[src/rtl/gpu_dma_pkg.sv]
// Shared definitions for the GPU DMA reader/writer pair:
// FSM encodings, AXI constants and the 4 KB crossing check.
package gpu_dma_pkg;

   localparam logic [2:0] ST_IDLE  = 3'd0;
   localparam logic [2:0] ST_CHECK = 3'd1;
   localparam logic [2:0] ST_ADDR  = 3'd2;
   localparam logic [2:0] ST_DATA  = 3'd3;
   localparam logic [2:0] ST_DONE  = 3'd4;
   localparam logic [2:0] ST_ERROR = 3'd5;
   localparam logic [2:0] ST_FLUSH = 3'd6;

   localparam logic [2:0]  SIZE_4B    = 3'b010;
   localparam logic [1:0]  BURST_INCR = 2'b01;
   localparam logic [1:0]  RESP_OKAY  = 2'b00;

   localparam logic [12:0] BOUNDARY_4K = 13'd4096;

   // Caller guarantees len <= 256, so the 13-bit sum cannot wrap.
   function automatic logic crosses_4k(
      input logic [11:0] addr_lo,
      input logic [10:0] len_lo
   );
      logic [12:0] end_off;
      end_off = {1'b0, addr_lo} + {len_lo, 2'b00};
      return end_off > BOUNDARY_4K;
   endfunction

endpackage

[src/rtl/painterengine_gpu_dma_reader.sv]
// AXI4 read master: fetches one INCR burst of 32-bit words
// and pushes each beat into the GPU data FIFO.
module painterengine_gpu_dma_reader
   import gpu_dma_pkg::*;
#(
   parameter int MAX_BURST = 32
) (
   input  logic        i_wire_clock,
   input  logic        i_wire_resetn,
   input  logic        i_wire_ctrl_resetn,
   input  logic [31:0] i_wire_address,
   input  logic [31:0] i_wire_length,
   output logic        o_wire_done,
   output logic        o_wire_error,
   output logic [31:0] o_wire_axi_araddr,
   output logic [7:0]  o_wire_axi_arlen,
   output logic [2:0]  o_wire_axi_arsize,
   output logic [1:0]  o_wire_axi_arburst,
   output logic        o_wire_axi_arvalid,
   input  logic        i_wire_axi_arready,
   input  logic [31:0] i_wire_axi_rdata,
   input  logic [1:0]  i_wire_axi_rresp,
   input  logic        i_wire_axi_rlast,
   input  logic        i_wire_axi_rvalid,
   output logic        o_wire_axi_rready,
   output logic [31:0] o_wire_fifo_wdata,
   output logic        o_wire_fifo_wen,
   input  logic        i_wire_fifo_full
);

   logic [2:0]  state_q;
   logic [31:0] addr_q;
   logic [31:0] len_q;
   logic [8:0]  cnt_q;
   logic        resp_err_q;
   logic        over_q;
   logic        ar_acc_q;

   logic        arvalid;
   logic        rready;
   logic        r_hs;
   logic        ar_hs;
   logic [8:0]  beat_next;
   logic        last_beat;
   logic        beat_bad;

   always_comb begin
      arvalid = (state_q == ST_ADDR) ||
                ((state_q == ST_FLUSH) && !ar_acc_q);
      rready  = 1'b0;
      if (state_q == ST_DATA)
         rready = over_q || !i_wire_fifo_full;
      else if (state_q == ST_FLUSH)
         rready = ar_acc_q;
      r_hs      = i_wire_axi_rvalid && rready;
      ar_hs     = arvalid && i_wire_axi_arready;
      beat_next = cnt_q + 9'd1;
      last_beat = (beat_next == len_q[8:0]);
      beat_bad  = (i_wire_axi_rresp != RESP_OKAY);
   end

   assign o_wire_axi_arvalid = arvalid;
   assign o_wire_axi_rready  = rready;
   assign o_wire_axi_arsize  = SIZE_4B;
   assign o_wire_axi_arburst = BURST_INCR;
   assign o_wire_axi_araddr  = arvalid ? addr_q : 32'd0;
   assign o_wire_axi_arlen   = arvalid ? (len_q[7:0] - 8'd1) : 8'd0;

   // Overrun beats (after beat N without rlast) are drained, not pushed.
   assign o_wire_fifo_wen   = (state_q == ST_DATA) && r_hs && !over_q;
   assign o_wire_fifo_wdata = o_wire_fifo_wen ? i_wire_axi_rdata : 32'd0;

   assign o_wire_done  = (state_q == ST_DONE);
   assign o_wire_error = (state_q == ST_ERROR);

   always_ff @(posedge i_wire_clock or negedge i_wire_resetn) begin
      if (!i_wire_resetn) begin
         state_q    <= ST_IDLE;
         addr_q     <= 32'd0;
         len_q      <= 32'd0;
         cnt_q      <= 9'd0;
         resp_err_q <= 1'b0;
         over_q     <= 1'b0;
         ar_acc_q   <= 1'b0;
      end else begin
         case (state_q)
            ST_IDLE: begin
               if (i_wire_ctrl_resetn) begin
                  addr_q     <= i_wire_address;
                  len_q      <= i_wire_length;
                  cnt_q      <= 9'd0;
                  resp_err_q <= 1'b0;
                  over_q     <= 1'b0;
                  ar_acc_q   <= 1'b0;
                  state_q    <= (i_wire_length == 32'd0) ? ST_DONE
                                                         : ST_CHECK;
               end
            end
            ST_CHECK: begin
               if (!i_wire_ctrl_resetn)
                  state_q <= ST_IDLE;
               else if (len_q > 32'(MAX_BURST))
                  state_q <= ST_ERROR;
               else if (addr_q[1:0] != 2'b00)
                  state_q <= ST_ERROR;
               else if (crosses_4k(addr_q[11:0], len_q[10:0]))
                  state_q <= ST_ERROR;
               else
                  state_q <= ST_ADDR;
            end
            ST_ADDR: begin
               if (!i_wire_ctrl_resetn) begin
                  ar_acc_q <= i_wire_axi_arready;
                  state_q  <= ST_FLUSH;
               end else if (i_wire_axi_arready) begin
                  state_q <= ST_DATA;
               end
            end
            ST_DATA: begin
               if (r_hs && !over_q) begin
                  cnt_q <= beat_next;
                  if (beat_bad)
                     resp_err_q <= 1'b1;
               end
               if (!i_wire_ctrl_resetn) begin
                  // A final beat taken this cycle closes the burst already.
                  ar_acc_q <= 1'b1;
                  state_q  <= (r_hs && i_wire_axi_rlast) ? ST_IDLE
                                                         : ST_FLUSH;
               end else if (r_hs) begin
                  if (over_q) begin
                     if (i_wire_axi_rlast)
                        state_q <= ST_ERROR;
                  end else if (i_wire_axi_rlast) begin
                     if (last_beat && !resp_err_q && !beat_bad)
                        state_q <= ST_DONE;
                     else
                        state_q <= ST_ERROR;
                  end else if (last_beat) begin
                     over_q <= 1'b1;
                  end
               end
            end
            ST_DONE, ST_ERROR: begin
               if (!i_wire_ctrl_resetn)
                  state_q <= ST_IDLE;
            end
            ST_FLUSH: begin
               if (ar_hs)
                  ar_acc_q <= 1'b1;
               if (r_hs && i_wire_axi_rlast)
                  state_q <= ST_IDLE;
            end
            default: state_q <= ST_IDLE;
         endcase
      end
   end

endmodule

[config.mk]
export PLATFORM = sky130hd
export DESIGN_NAME = painterengine_gpu_dma_reader
export DESIGN_NICKNAME = d
export VERILOG_FILES = /design/src/rtl/gpu_dma_pkg.sv /design/src/rtl/painterengine_gpu_dma_reader.sv
export SDC_FILE = /design/constraint.sdc
export NUM_CORES = 1
export LEC_CHECK = 0
export CORE_ASPECT_RATIO = 1.4
export CORE_MARGIN = 4
export CORE_UTILIZATION = 32
export DETAILED_ROUTE_END_ITERATION = 8
export HOLD_SLACK_MARGIN = 0.03
export PLACE_DENSITY = 0.72
export SLEW_MARGIN = 20
export SYNTH_ARGS = -nofsm -noshare
export SYNTH_HDL_FRONTEND = slang
export SYNTH_SLANG_ARGS = --single-unit
[constraint.sdc]
create_clock -name i_wire_clock -period 3 [get_ports i_wire_clock]
set_input_delay 0.45 -clock i_wire_clock [delete_from_list [all_inputs] [get_ports i_wire_clock]]
set_output_delay 0.45 -clock i_wire_clock [all_outputs]
set_load 0.1 [all_outputs]
==> impl_results.md <==
* Outcome: finished clean
* Grt total ovfl at 0
* CTS tree: yes
* Non-filler cells, final at roughly 840
* Antenna-violating nets left at 0
* Synth Cell Area at between 4000 and 5000 um^2
* Final Cell Area at a little under 8000 um^2
* Worst setup path class: reg2out
* Clk pwr share at 0.206
* CTS Buffer Depth at 2
* Number of synthesized flops with an enable pin at 0
* Internal power at 3.26 mW
* FF+latch count, synth at 79
* Hold Path Class: in2async
* Cells after Synth at about 480
* Final hold slack at 142 ps
* Reg clk slew, reported paths at roughly 70 ps
* Root buf cell: clkbuf_16
* Row cnt at 52
* Setup violators final at 0
* # DRC at 0
* Worst Path Arrival at approximately 2300 ps
* Max FO, Critical Path at 34
* Avg WL per Cell at 17.4 um
* Yosys cell types at 56
* Psw at 2.02 mW
* Worst vdd ir at 0.000462 V
* Top FF cell, synth: dfrtp_1
* Sequential power share at 0.366
* Synth Warn # at 0
* Vias at 4333
* Clock skew at 8.20 ps
* Max Freq at about 360 MHz
* Post-Route Setup TNS at 0 ps
* Mean Syn Cell Area at between 9 and 10 um^2
* Routed wire length at 14700 um
* Placer's final routability congestion estimate at around 0.88
* Synth Area in Compound Gates at 0.111
* Lkg Pwr at around 3.1 nW
* Total power at 5.28 mW
* Synth-to-Final Area Change at 63.3%
* Adder-cell share of the synthesized area at 0.0360
* Startpoint class of the critical path: flop
* DR pass1 iterations at 4
* Largest family of logic cells by synthesized area: simple AND/OR/NAND/NOR gates
* Initial antenna violation count at 0
* Dpl cells at 828
* PD cells at 684 nW/um^2
* Logic pwr share at 0.428
* Mux cell area share after synthesis at 0.147
* Post-synth ARST share at 1.00
* Final #Nets at 768
* Placed inst area at between 7000 and 8000 um^2
* Ports at 187
* Slew Viols, Final at 0
* Final min period at between 2000 and 3000 ps
* Die H at 152 um
* Req. time, crit path at roughly 2600 ps
* Sequential share of the synthesized area at 0.418
* Vias in the first global route at between 4000 and 5000
* TritonCTS Buffers at 9
* Port-buffer cells at ~180
* Layout cells sized above 1 at 0.273
* Period utilization at 0.929
* H-tree Lvls at 3
* Final Hold Viols at 0
* Total Routing Usage GR at 0.174
* Final HPWL DP at ~12000 um
* Drt via density at between 5 and 6
* TritonCTS Sinks at 79
* Chip width at 111 um
* CP endpoint kind: output port
* Core Region at approximately 15000 um^2
* Largest net degree at the start of global routing at 80
* Slew HR at 0.508
* Worst-Margin Slew at 738 ps
* RSZ-0062 raised after global routing: false
* Initial DRC count at roughly 230
* Die area at 16800 um^2
* N_diodes at 0
* XOR/XNOR Fraction of Synth Area at 0.0333
* Max_cap viols at 0
* Starting Density at 0.326
* Switching fraction of total power at 0.383
* Simple-gate portion of the synthesized area at 0.213
* First-pass GRT wire length at 23900 um
* Worst-skew pair later-pin latency at about 340 ps
-- synth_stat cells, types with 5 or more instances --
master    count  area share
buf_4         5      0.0079
and2_1       68       0.090
a31oi_1       5      0.0066
nor4_1       18       0.024
inv_1         9      0.0071
buf_2         7      0.0074
o21ai_0      21       0.022
mux2_2       61        0.15
o21ai_1      10       0.011
o31ai_1       6      0.0095
nor2_1       29       0.023
a21oi_1      14       0.015
nand2_1      22       0.017
xnor2_1       9       0.017
nand3_1      10       0.011
dfrtp_1      79        0.42
nand4_1       5      0.0066
and3_1        5      0.0066
ha_1         12       0.032
xor2_1        9       0.017
clkbuf_1     16       0.013
-- flip-flops by register name (all words and copies together) (netlist names) --
signal	flops
cnt_q	9
state_q	3
len_q	32
addr_q	32
over_q	1
ar_acc_q	1
resp_err_q	1
-- per-stage QoR --
step / utilization / worst slack [ps]
6_report: 0.532 / 213
5_1_grt: 0.532 / 36.6
4_1_cts: 0.532 / 88.8
3_5_place_dp: 0.511 / 136
3_3_place_gp: 0.511 / 208
2_1_floorplan: - / -58.5
-- critical path: stages, from the launching register on --
cell and delay, ps:
dfrtp_2 500, nand2b_1 190, o21ai_1 190, nand3_1 120
or3_1 410, inv_6 200, and2_1 210, buf_12 180
-- power groups by stage --
stage	clock (mW)	combinational (mW)	sequential [mW]
global route	1.18	2.50	2.00
finish	1.09	2.26	1.93
detailed placement	0	2.25	1.95
floorplan	0	1.83	1.76
CTS	1.13	2.26	1.93
global placement	0	2.15	1.93
-- cells in the final DEF (no fill, tap or decap), types with 4 or more instances in the layout --
cell / n
xnor2_1: 9
nand2_1: 22
ha_1: 12
o21ai_0: 21
o31ai_1: 6
nor3_1: 4
nand3_1: 10
nor2_1: 29
buf_4: 12
nand4_1: 5
nor4_1: 18
a31oi_1: 5
inv_6: 4
nor2b_1: 4
buf_12: 72
and3_1: 5
clkdlybuf4s50_1: 103
conb_1: 5
a21oi_1: 13
inv_1: 9
xor2_1: 9
o21ai_1: 10
and2_1: 60
mux2_2: 61
clkbuf_16: 9
dfrtp_1: 77
and2_2: 8
-- metal layers --
| layer | up-vias | GRT usage | wire length, um |
|---|---|---|---|
| met5 | - | 0 | 0 |
| met4 | 0 | 0.0481 | 222 |
| met3 | 22 | 0.0720 | 1500 |
| met2 | 211 | 0.310 | 7500 |
| met1 | 2071 | 0.189 | 5440 |
| li1 | 2029 | - | - |
-- repair_timing --
item / CTS / global route
gates cloned: 0 / 0
gates resized for setup: 1 / 3
hold buffers: 0 / 0
setup buffers: 0 / 0
setup endpoints to repair: 14 / 32
endpoints found under the hold margin: 0 / 0
-- logic make-up (layout without fill, tap and decap cells) --
kind of cell,count (synthesis),after routing
compound gates,81,81
simple gates,182,182
other cells,2,5
buf+inv,41,215
mux,62,62
flops,79,79
fa+ha+maj,13,13
xor+xnor,18,18
-- final timing paths --
| kind | start | endpoint | slack (ps) | cells past startpoint |
|---|---|---|---|---|
| min in group i_wire_clock | addr_q[31] | addr_q[31] | 500 | 1 |
| min | i_wire_resetn | len_q[30] | 140 | 1 |
| min reg2reg | addr_q[31] | addr_q[31] | 500 | 1 |
| max reg2reg | len_q[0] | state_q[2] | 470 | 10 |
| max | state_q[2] | o_wire_fifo_wdata[6] | 210 | 7 |
| max in group asynchronous | i_wire_resetn | state_q[2] | 2290 | 1 |
-- layout make-up --
cell class,count,area [um^2]
timing repair buffer,188,2570
fill,1270,6790
inverter,11,46.3
sequential,79,1980
clock inverter,7,72.6
tap,189,236
clock buffer,9,225
multi-input combinational,361,2590
Note: power is estimated with default switching activity, not from simulation.
